<file path="config.mk">
export PLATFORM = sky130hd
export DESIGN_NAME = cam_downsampler
export DESIGN_NICKNAME = d
export VERILOG_FILES = /design/src/rtl/cam_downsampler.sv
export SDC_FILE = /design/constraint.sdc
export NUM_CORES = 1
export LEC_CHECK = 0
export CAP_MARGIN = 20
export CELL_PAD_IN_SITES_DETAIL_PLACEMENT = 0
export CELL_PAD_IN_SITES_GLOBAL_PLACEMENT = 1
export CORE_UTILIZATION = 42
export CTS_CLUSTER_DIAMETER = 50
export CTS_CLUSTER_SIZE = 8
export DETAILED_ROUTE_END_ITERATION = 12
export PLACE_DENSITY_LB_ADDON = 0.08
export SYNTH_ARGS = -nofsm -noshare
export SYNTH_HDL_FRONTEND = slang
export SYNTH_SLANG_ARGS = --single-unit
export TNS_END_PERCENT = 10
</file>
<file path="constraint.sdc">
create_clock -name i_clk -period 2.58 [get_ports i_clk]
set_clock_uncertainty 0.15 [all_clocks]
set_input_delay 0.774 -clock i_clk [delete_from_list [all_inputs] [get_ports i_clk]]
set_output_delay 0.774 -clock i_clk [all_outputs]
set_load 0.005 [all_outputs]
</file>
<file path="src/rtl/cam_downsampler.sv">
// cam_downsampler
//   Capture stage between the OV7670 byte stream and the frame buffer.
//   Pairs RGB565 bytes (two per pixel, qualified by HREF/VSYNC), converts
//   each pixel to RGB332 and issues one frame-buffer write per pixel with a
//   linear address Y*SCREEN_WIDTH+X. Reports end-of-frame on VSYNC rise.
//
// Build option:
//   COLOR_BAR_TEST_EN - pixel data is replaced by three 48-line colour bars
//                       (E0 / 1C / 03); addressing and timing are unchanged.
//
// Ports:
//   i_clk          camera pixel clock, rising edge
//   i_rst_n        asynchronous active-low reset
//   i_cam_data     camera byte bus
//   i_cam_href     line-valid qualifier
//   i_cam_vsync    vertical blanking (high = blanking)
//   o_pixel        RGB332 pixel {R[2:0],G[2:0],B[1:0]}
//   o_w_addr       frame-buffer write address
//   o_w_en         one-cycle write strobe
//   o_x_addr       column of the last written pixel
//   o_y_addr       line of the current pixel
//   o_frame_done   one-cycle pulse on VSYNC rising edge
module cam_downsampler #(
  parameter int SCREEN_WIDTH  = 176,
  parameter int SCREEN_HEIGHT = 144
) (
  input  logic        i_clk,
  input  logic        i_rst_n,
  input  logic [7:0]  i_cam_data,
  input  logic        i_cam_href,
  input  logic        i_cam_vsync,
  output logic [7:0]  o_pixel,
  output logic [14:0] o_w_addr,
  output logic        o_w_en,
  output logic [7:0]  o_x_addr,
  output logic [7:0]  o_y_addr,
  output logic        o_frame_done
);

  localparam logic [7:0]  LP_W   = 8'(SCREEN_WIDTH);
  localparam logic [7:0]  LP_H   = 8'(SCREEN_HEIGHT);
  localparam logic [14:0] LP_W15 = 15'(SCREEN_WIDTH);

  logic        r_phase;
  logic [7:0]  r_byte0;
  logic [7:0]  r_x;
  logic [7:0]  r_y;
  logic [14:0] r_base;
  logic        r_href_d;
  logic        r_vsync_d;

  logic [7:0]  w_pixel;
  logic        w_in_frame;

`ifdef COLOR_BAR_TEST_EN
  always_comb begin
    if (r_y < 8'd48)
      w_pixel = 8'hE0;
    else if (r_y < 8'd96)
      w_pixel = 8'h1C;
    else
      w_pixel = 8'h03;
  end
`else
  // byte0 = R[4:0],G[5:3]; byte1 = G[2:0],B[4:0] -> keep the top bits of each
  assign w_pixel = {r_byte0[7:5], r_byte0[2:0], i_cam_data[4:3]};
`endif

  // X and Y both saturate at the frame size, so this also blocks writes
  // for over-long lines and for lines past the last one
  assign w_in_frame = (r_x < LP_W) && (r_y < LP_H);

  assign o_y_addr = r_y;

  always_ff @(posedge i_clk or negedge i_rst_n) begin
    if (!i_rst_n) begin
      r_phase      <= 1'b0;
      r_byte0      <= 8'd0;
      r_x          <= 8'd0;
      r_y          <= 8'd0;
      r_base       <= 15'd0;
      r_href_d     <= 1'b0;
      r_vsync_d    <= 1'b0;
      o_pixel      <= 8'd0;
      o_w_addr     <= 15'd0;
      o_w_en       <= 1'b0;
      o_x_addr     <= 8'd0;
      o_frame_done <= 1'b0;
    end else begin
      r_href_d     <= i_cam_href;
      r_vsync_d    <= i_cam_vsync;
      o_frame_done <= i_cam_vsync & ~r_vsync_d;
      o_w_en       <= 1'b0;

      if (i_cam_vsync) begin
        // blanking overrides any HREF activity, including a coincident fall
        r_phase  <= 1'b0;
        r_x      <= 8'd0;
        r_y      <= 8'd0;
        r_base   <= 15'd0;
        o_x_addr <= 8'd0;
      end else if (i_cam_href) begin
        if (!r_phase) begin
          r_byte0 <= i_cam_data;
          r_phase <= 1'b1;
        end else begin
          r_phase <= 1'b0;
          if (w_in_frame) begin
            o_w_en   <= 1'b1;
            o_pixel  <= w_pixel;
            o_w_addr <= r_base + {7'd0, r_x};
            o_x_addr <= r_x;
            r_x      <= r_x + 8'd1;
          end
        end
      end else begin
        // a dangling odd byte is dropped when the line ends
        r_phase <= 1'b0;
        // X is only non-zero if something was written, which implies Y is
        // still below the frame height, so Y saturates without a compare
        if (r_href_d && (r_x != 8'd0)) begin
          r_y    <= r_y + 8'd1;
          r_base <= r_base + LP_W15;
          r_x    <= 8'd0;
        end
      end
    end
  end

endmodule

</file>
# Yosys cells after proc, flatten, opt, wreduce, memory -nomap -nowiden
# Index checks and enable logic that the tools add are counted.
totals:
  input_bits: 12
  register_bits: 75
  out_inout_bits: 41
  wordCells: 60
classes:
  addsub: 4
  muxes: 22
  reduce_logical: 13
  magnitude_cmp: 2
  bitwise: 4
  eq_ne: 3
op_table:
  columns: ["operator", "n"]
  rows:
  - ["two-way mux 8 bit", 12]
  - ["two-way mux 15 bit", 3]
  - ["adder 8 x 1 -> 8 bit, second input constant", 2]
  - ["< comparator 8 bit, second input constant", 2]
  - ["adder 15 x 8 -> 15 bit", 1]
  - ["adder 15 x 8 -> 15 bit, second input constant", 1]
  - ["AND reduction 3 bit", 3]
  - ["nonzero test 2 bit", 4]
  - ["nonzero test 8 bit", 1]
  - ["two-way mux 1 bit", 7]
  - ["inequality test 3 x 1 -> 1 bit, second input constant", 2]
  - ["AND reduction 4 bit", 1]
  - ["NOT 1 bit", 3]
  - ["nonzero test 3 bit", 1]
  - ["logical AND 1 bit", 2]
  - ["inequality test 2 x 1 -> 1 bit, second input constant", 1]
  - ["AND reduction 2 bit", 1]
  - ["AND 1 bit", 1]

# Depth between registers and ports, before layout
# Gate-level depths: netlist of run 1.
logic_depth:
  depth_word: 6
  mapped_depth: 7
  mapped_depth_nobuf: 6

# Least setup slack after synthesis of run 1
# No wires, ideal clock.
synth_timing:
  path_type: "input to register"
  start: "in i_cam_href"
  end: "reg r_y[7], in the netlist o_y_addr[7]"
  slack_ps: 326
  setup_ps: 125
  arrival_time_ps: 1979
  required_ps: 2305
  path_buffers: 2
  cell_stages: 6
  cell_sequence: "nand2b_1 > clkbuf_1 > a21o_1 > buf_6 > nor4_1 > mux2_2"
synth_between:
  elab_chain_len: 2
synth_lines:
  columns: ["element", "line", "source"]
  rows:
  - ["start: declaration", "30", "input logic i_cam_href,"]
  - ["inequality test 2 x 1 -> 1 bit (no line)", null, null]
  - ["AND reduction 2 bit (no line)", null, null]
  - ["end signal: assignment", "122", "r_y <= r_y + 8'd1;"]
  - ["end: declaration", "47", "logic [7:0] r_y;"]
# No other way between the ends.
# A chain may end at the register's enable or synchronous reset.

# Final worst setup path of run 1
# Same ends and word-level chain as after synthesis.

==> metrics.md, run 1 <==
| Metric | Value |
|---|---|
| Status | complete, no violations |
| Post-cts resize count | 0 |
| Worst r2r dst | r_x[3]$_DFFE_PN0P_ |
| Vias in the first global route | 2,365 |
| Final hold vios | 0 |
| Yosys top cell by area | dfrtp_1 |
| Pleak | 1.82 nW |
| Max Freq | 421 MHz |
| I/O pins | 53 |
| Num rows | 31 |
| Synthesis Warnings | 0 |
| Diode count | 0 |
| Clock Latency Late Sink | 340 ps |
| Startpoint of the worst hold path | r_vsync_d$_DFF_PN0_ |
| Antenna-violating nets left | 0 |
| CTS sink cnt | 69 |
| Most frequent cell after synthesis | dfrtp_1 |
| Fraction of registers with async set/reset | 1.00 |
| Crit-path cells | clkdlybuf4s50_1 -> nand2b_1 -> a21o_1 -> nor4_1 -> mux2_2 |
| Via count | 2,436 |
| Cell variety after synth | 42 |
| Seq/Total Area, Yosys | 0.534 |
| Largest delay contributor family on the critical path | simple AND/OR/NAND/NOR gates |
| Syn_nets | 304 |
| Yosys top cell area share | 0.534 |
| Largest net degree at the start of global routing | 32 |
| CTS HTree Levels | 3 |
| Top cells by area, synth | dfrtp_1, mux2_2, xnor2_1 |
| Die Area | 8060 um^2 |
| Register bit total from synthesis | 69 |
| Worst R2R Path Depth | 7 |
| CTS tree | done |
| Max Root-Sink Buffers | 2 |
| Top_reg_cell synth | dfrtp_1 |
| Chip height | 89.8 um |
| Hpwl dp | 4880 um |
| Worst Hold Path Cells | 1 |
| Slowest CP cell | clkdlybuf4s50_1 |
| Share of cells above drive strength 1 | 0.188 |
| 1st-iter DRT viols | 100 |
| Endpoints failing setup | 0 |
| Setup crit start kind | input port |
| Total gr overflow | 0 |
| Tcrit/Tclk final | 0.921 |
| Post-Synthesis Cells | 284 |
| GRT Total Usage | 0.183 |
| Commonest cells post-synth | dfrtp_1, mux2_2, nor2_1 |
| Vias per inst | 5.28 |
| First-pass GRT wire length | 11,600 um |
| Worst Tran Pin Value | 515 ps |
| Total core area | 7330 um^2 |
| Area Growth Syn to Fin | 31.1% |
| Peak supply drop | 0.374 mV |
| Worst min path class | register to register |
| Clock slew at reported path FFs | 70 ps |
| Number of antenna violations at the first check in global routing | 0 |
| Critical path required time | 2650 ps |
| Max Cap Violations | 0 |
| WP buf/inv | 1 |
| Initial Utilization | 0.441 |
| Total power draw | 2.60 mW |
| DRC Markers | 0 |
| # port buffers | 52 |
| # hold bufs at CTS | 0 |
| DRT Pass-1 Iters | 4 |
| Die Width | 89.8 um |
| Routed WL | 6820 um |
| Mapped cell area | 3230 um^2 |
| Max-Slew Margin vs Limit | 0.657 |
| Placed instance count | 446 |
| TritonCTS Buffers | 9 |
| Synthesized area per cell | 11.4 um^2 |
| Worst setup EP type | register |
| Per-cell routed wire length | 14.8 um |
| Setup CP Type | input port to register |
| Setup TNS | 0 ps |
| Post CTS Setup Buffer Count | 0 |
| Post-synth EDFFs | 0 |
| Final nets | 378 |
| Power density over the cells | 614 nW/um^2 |
| Worst hold path endpoint | o_frame_done$_DFF_PN0_ |
| Clock period minus worst slack | 2380 ps |
| Worst Setup SP | i_cam_href |
| Arr. time, crit path | 2450 ps |
| Final GP Congestion | 0.761 |
| Root Driver | clkbuf_8 |
| Pins Over Slew Limit | 0 |
| Max stage delay on crit path | 460 ps |
| RSZ-0062 raised after global routing | false |
| R2R Setup Slk | 270 ps |
| Critical path peak fanout | 10 |
| Non-filler instance count after layout | 461 |
| Reg-to-Reg Start | r_x[0]$_DFFE_PN0P_ |
[logic make-up (layout without fill, tap and decap cells)]
logic type               Yosys count  in the layout  share of synthesized area
AND/OR/NAND/NOR                   73             73                      0.119
AO/OA/AOI/OAI                     69             69                      0.153
flip-flops                        69             69                      0.534
buffers and inverters             27            105                     0.0418
multiplexers                      24             24                     0.0836
XOR/XNOR                          14             14                     0.0379
adder cells (fa/ha/maj)            8              8                     0.0309
[cell type report]
cell class                 count  area, um^2
clock inverter                 6         113
multi-input combinational    188        1370
tap                           99         124
clock buffer                   9         124
inverter                      12        45.0
timing repair buffer          78         736
sequential                    69        1730
fill                         623        3090
[worst reg2reg max path, stage by stage, from the launching register on]
cell and delay [ps]:
dfrtp_1 480, inv_1 120, ha_1 170, nor4b_4 440, a21o_1 340, buf_4 190
nand2_1 150, a31oi_1 190
[worst max path at each step]
stage,cells after the start,endpoint,slack (ps)
6_report,5,o_y_addr[7]$_DFFE_PN0P_,200
5_1_grt,7,r_x[6]$_DFFE_PN0P_,70
4_1_cts,5,o_y_addr[7]$_DFFE_PN0P_,200
3_5_place_dp,5,o_y_addr[7]$_DFFE_PN0P_,-160
3_3_place_gp,7,o_y_addr[3]$_DFFE_PN0P_,-90
2_1_floorplan,6,o_y_addr[7]$_DFFE_PN0P_,330
[state kept, by name, summed over array words and instances, names as in the netlist]
name / count
o_w_addr: 15
r_x: 8
r_vsync_d: 1
r_phase: 1
o_w_en: 1
r_base: 11
o_pixel: 8
o_frame_done: 1
o_y_addr: 8
r_href_d: 1
o_x_addr: 8
r_byte0: 6
[stage by stage]
| step | hold WS (ps) | setup WS [ps] | area, um^2 | util |
|---|---|---|---|---|
| 6_report | 239 | 203 | 4240 | 0.578 |
| 5_1_grt | 272 | 74.6 | 4240 | 0.578 |
| 2_1_floorplan | 223 | 326 | 3230 | - |
| 3_5_place_dp | 231 | -158 | 4000 | 0.546 |
| 3_3_place_gp | 230 | -88.4 | 4000 | 0.546 |
| 4_1_cts | 239 | 198 | 4240 | 0.578 |
[power by group]
group          leakage [nW]  switching (mW)  internal, mW  total, mW
registers             0.914          0.0465          1.17       1.22
logic                 0.784           0.121         0.216      0.337
clock network         0.119           0.411         0.638       1.05
[cell usage in the layout (no fill, tap or decap), types with 2 or more instances in the layout]
cell / count
a211o_1: 2
a21o_1: 2
nand2_1: 16
o211ai_1: 4
buf_4: 24
inv_1: 12
xnor2_1: 12
or3_1: 5
clkbuf_8: 9
nor2_1: 21
ha_1: 8
mux2_2: 24
buf_12: 2
or4_1: 7
a22o_1: 9
nand4_1: 2
a211oi_1: 3
clkinv_4: 2
nand2b_1: 2
a2111oi_0: 3
dfrtp_1: 69
nand3_1: 8
clkdlybuf4s50_1: 51
a21oi_1: 13
xor2_1: 2
a31oi_1: 10
o31ai_1: 5
and4_1: 2
bufinv_16: 3
o21ai_0: 10
nor2b_1: 3
and2_1: 2
o21a_1: 2
[metal layers]
layer,track usage,wire [um]
met1,0.264,3330
met4,0.0779,109
met3,0.0372,321
met2,0.266,3060
met5,0,0
(Power assumes the default switching activity.)
==> run 2: changes to the inputs <==
--- a/config.mk
+++ b/config.mk
@@ -12,6 +12,7 @@
 export CTS_CLUSTER_DIAMETER = 50
 export CTS_CLUSTER_SIZE = 8
 export DETAILED_ROUTE_END_ITERATION = 12
+export MAX_ROUTING_LAYER = met4
 export PLACE_DENSITY_LB_ADDON = 0.08
 export SYNTH_ARGS = -nofsm -noshare
 export SYNTH_HDL_FRONTEND = slang
==> metrics.md, run 2 (synthesis gave the netlist of run 1 again) <==
| Metric | Value |
|---|---|
| Vias per inst | 5.27 (was 5.28) |
| # port buffers | 52 (unchanged) |
| CTS sink cnt | 69 (unchanged) |
| CTS tree | done (unchanged) |
| Clock Latency Late Sink | 340 ps (about the same) |
| Placed instance count | 446 (unchanged) |
| Worst setup EP type | register (unchanged) |
| Register bank with the most flops | o_w_addr (unchanged) |
| Combinational fraction of design power | 0.130 (was 0.129) |
| Largest regs | o_w_addr x15, r_base x11 (unchanged) |
| Share of cells above drive strength 1 | 0.188 (unchanged) |
| R2R Setup Slk | 270 ps (about the same) |
| Most common cell after layout, fill and taps aside | dfrtp_1 (unchanged) |
| Setup CP Type | input port to register (unchanged) |
| Setup crit start kind | input port (unchanged) |
| Clk pwr share | 0.403 (about the same) |
| RSZ-0062 raised after global routing | false (unchanged) |
| Worst hold path endpoint | o_frame_done$_DFF_PN0_ (unchanged) |
| Clock period minus worst slack | 2380 ps (about the same) |
| I/O pins | 53 (unchanged) |
| GRT Total Usage | 0.188 (was 0.183) |
| Cell Area, Placed | 4000 um^2 (unchanged) |
| Post CTS Setup Buffer Count | 0 (unchanged) |
| Final hold vios | 0 (unchanged) |
| Final GP Congestion | 0.771 (was 0.761) |
| Tcrit/Tclk final | 0.921 (about the same) |
| Startpoint of the worst hold path | r_vsync_d$_DFF_PN0_ (unchanged) |
| Num rows | 31 (unchanged) |
| Routed WL | 6820 um (about the same) |
| Post-cts resize count | 0 (unchanged) |
| Worst R2R Path Depth | 7 (unchanged) |
| DRT Pass-1 Iters | 4 (unchanged) |
| FILL cells | 623 (unchanged) |
| Max reg flops | 15 (unchanged) |
| Arr. time, crit path | 2440 ps (was 2450 ps) |
| Max Root-Sink Buffers | 2 (unchanged) |
| Final nets | 378 (unchanged) |
| Diode count | 0 (unchanged) |
| Total core area | 7330 um^2 (unchanged) |
| First-pass GRT wire length | 11,600 um (about the same) |
| Worst Hold Path Cells | 1 (unchanged) |
| Die Width | 89.8 um (unchanged) |
| Chip height | 89.8 um (unchanged) |
| Power density over the cells | 614 nW/um^2 (about the same) |
| Most frequent cells in the layout | dfrtp_1, clkdlybuf4s50_1, mux2_2, buf_4, nor2_1 (unchanged) |
| Internal | 2.03 mW (about the same) |
| Critical path required time | 2650 ps (about the same) |
| Total gr overflow | 0 (unchanged) |
| Number of antenna violations at the first check in global routing | 0 (unchanged) |
| Worst min path class | register to register (unchanged) |
| Post-route cell area | 4240 um^2 (unchanged) |
| Worst Tran Pin Value | 516 ps (was 515 ps) |
| Area Growth Syn to Fin | 31.1% (unchanged) |
| Root Driver | clkbuf_8 (unchanged) |
| Sequential Power Share | 0.468 (about the same) |
| # hold bufs at CTS | 0 (unchanged) |
| CTS HTree Levels | 3 (unchanged) |
| Total power draw | 2.61 mW (was 2.60 mW) |
| Status | complete, no violations (unchanged) |
| Per-cell routed wire length | 14.8 um (about the same) |
| Via count | 2,428 (was 2,436) |
| Peak supply drop | 0.374 mV (about the same) |
| Antenna-violating nets left | 0 (unchanged) |
| Hold WS | 239 ps (about the same) |
| Largest net degree at the start of global routing | 32 (unchanged) |
| Sw Ratio | 0.222 (about the same) |
| Clock slew at reported path FFs | 70 ps (about the same) |
| TritonCTS Buffers | 9 (unchanged) |
| Reg-to-Reg Start | r_x[0]$_DFFE_PN0P_ (unchanged) |
| Worst r2r dst | r_x[3]$_DFFE_PN0P_ (unchanged) |
| Vias in the first global route | 2,367 (was 2,365) |
| Critical path peak fanout | 10 (unchanged) |
| Pleak | 1.82 nW (unchanged) |
| Max-Slew Margin vs Limit | 0.656 (was 0.657) |
| Die Area | 8060 um^2 (unchanged) |
| Pins Over Slew Limit | 0 (unchanged) |
| Hpwl dp | 4880 um (unchanged) |
| DRC Markers | 0 (unchanged) |
| Max Cap Violations | 0 (unchanged) |
| Sw power | 0.579 mW (was 0.578 mW) |
| Non-filler instance count after layout | 461 (unchanged) |
| 1st-iter DRT viols | 110 (was 100) |
| Endpoints failing setup | 0 (unchanged) |
| Initial Utilization | 0.441 (unchanged) |
| Max Freq | 421 MHz (about the same) |
[run 2: cell counts in the layout (fill, tap and decap cells not counted)]
Identical to the previous run, type by type.
[run 2: layout make-up]
| class | instances | area (um^2) | share of cell area |
|---|---|---|---|
| clock inverter | 6 | 113 | 0.0266 |
| multi-input combinational | 188 | 1370 | 0.324 |
| timing repair buffer | 78 | 736 | 0.174 |
| sequential | 69 | 1730 | 0.407 |
| clock buffer | 9 | 124 | 0.0292 |
| tap | 99 | 124 | 0.0292 |
| inverter | 12 | 45.0 | 0.0106 |
[run 2: worst max-delay path: stages]
cell,delay [ps]
clkdlybuf4s50_1,460
nand2b_1,230
a21o_1,270
nor4_1,320
mux2_2,380
[run 2: stage by stage]
| stage | setup slack (ps) | utilization | setup TNS (ps) |
|---|---|---|---|
| 5_1_grt | 74.6 | 0.578 | 0 |
| 4_1_cts | 198 | 0.578 | 0 |
| 3_3_place_gp | -88.4 | 0.546 | -1570 |
| 2_1_floorplan | 326 | - | 0 |
| 3_5_place_dp | -158 | 0.546 | -2790 |
| 6_report | 204 | 0.578 | 0 |
[run 2: worst max-delay path by stage]
stage,startpoint,endpoint,slack (ps),cells after the start
after global placement,i_cam_href,o_y_addr[3]$_DFFE_PN0P_,-90,7
after detailed placement,i_cam_href,o_y_addr[7]$_DFFE_PN0P_,-160,5
after CTS,i_cam_href,o_y_addr[7]$_DFFE_PN0P_,200,5
final,i_cam_href,o_y_addr[7]$_DFFE_PN0P_,200,5
after global routing,r_x[0]$_DFFE_PN0P_,r_x[6]$_DFFE_PN0P_,70,7
after floorplan,i_cam_href,o_y_addr[7]$_DFFE_PN0P_,330,6
[run 2: power groups by stage]
stage | Sequential [mW] | Combinational, mW | Clock (mW)
4_1_cts | 1.22 | 0.345 | 1.07
3_5_place_dp | 1.24 | 0.344 | 0
2_1_floorplan | 1.24 | 0.118 | 0
6_report | 1.22 | 0.338 | 1.05
3_3_place_gp | 1.24 | 0.338 | 0
5_1_grt | 1.23 | 0.371 | 1.12
[run 2: metal layers]
metal,global-route usage,share of wire,routed length [um],up-vias
met5,-,0,0,-
li1,-,-,-,1185
met1,0.265,0.49,3370,1171
met4,0.0779,0.015,100,0
met2,0.267,0.45,3050,63
met3,0.0338,0.044,297,9
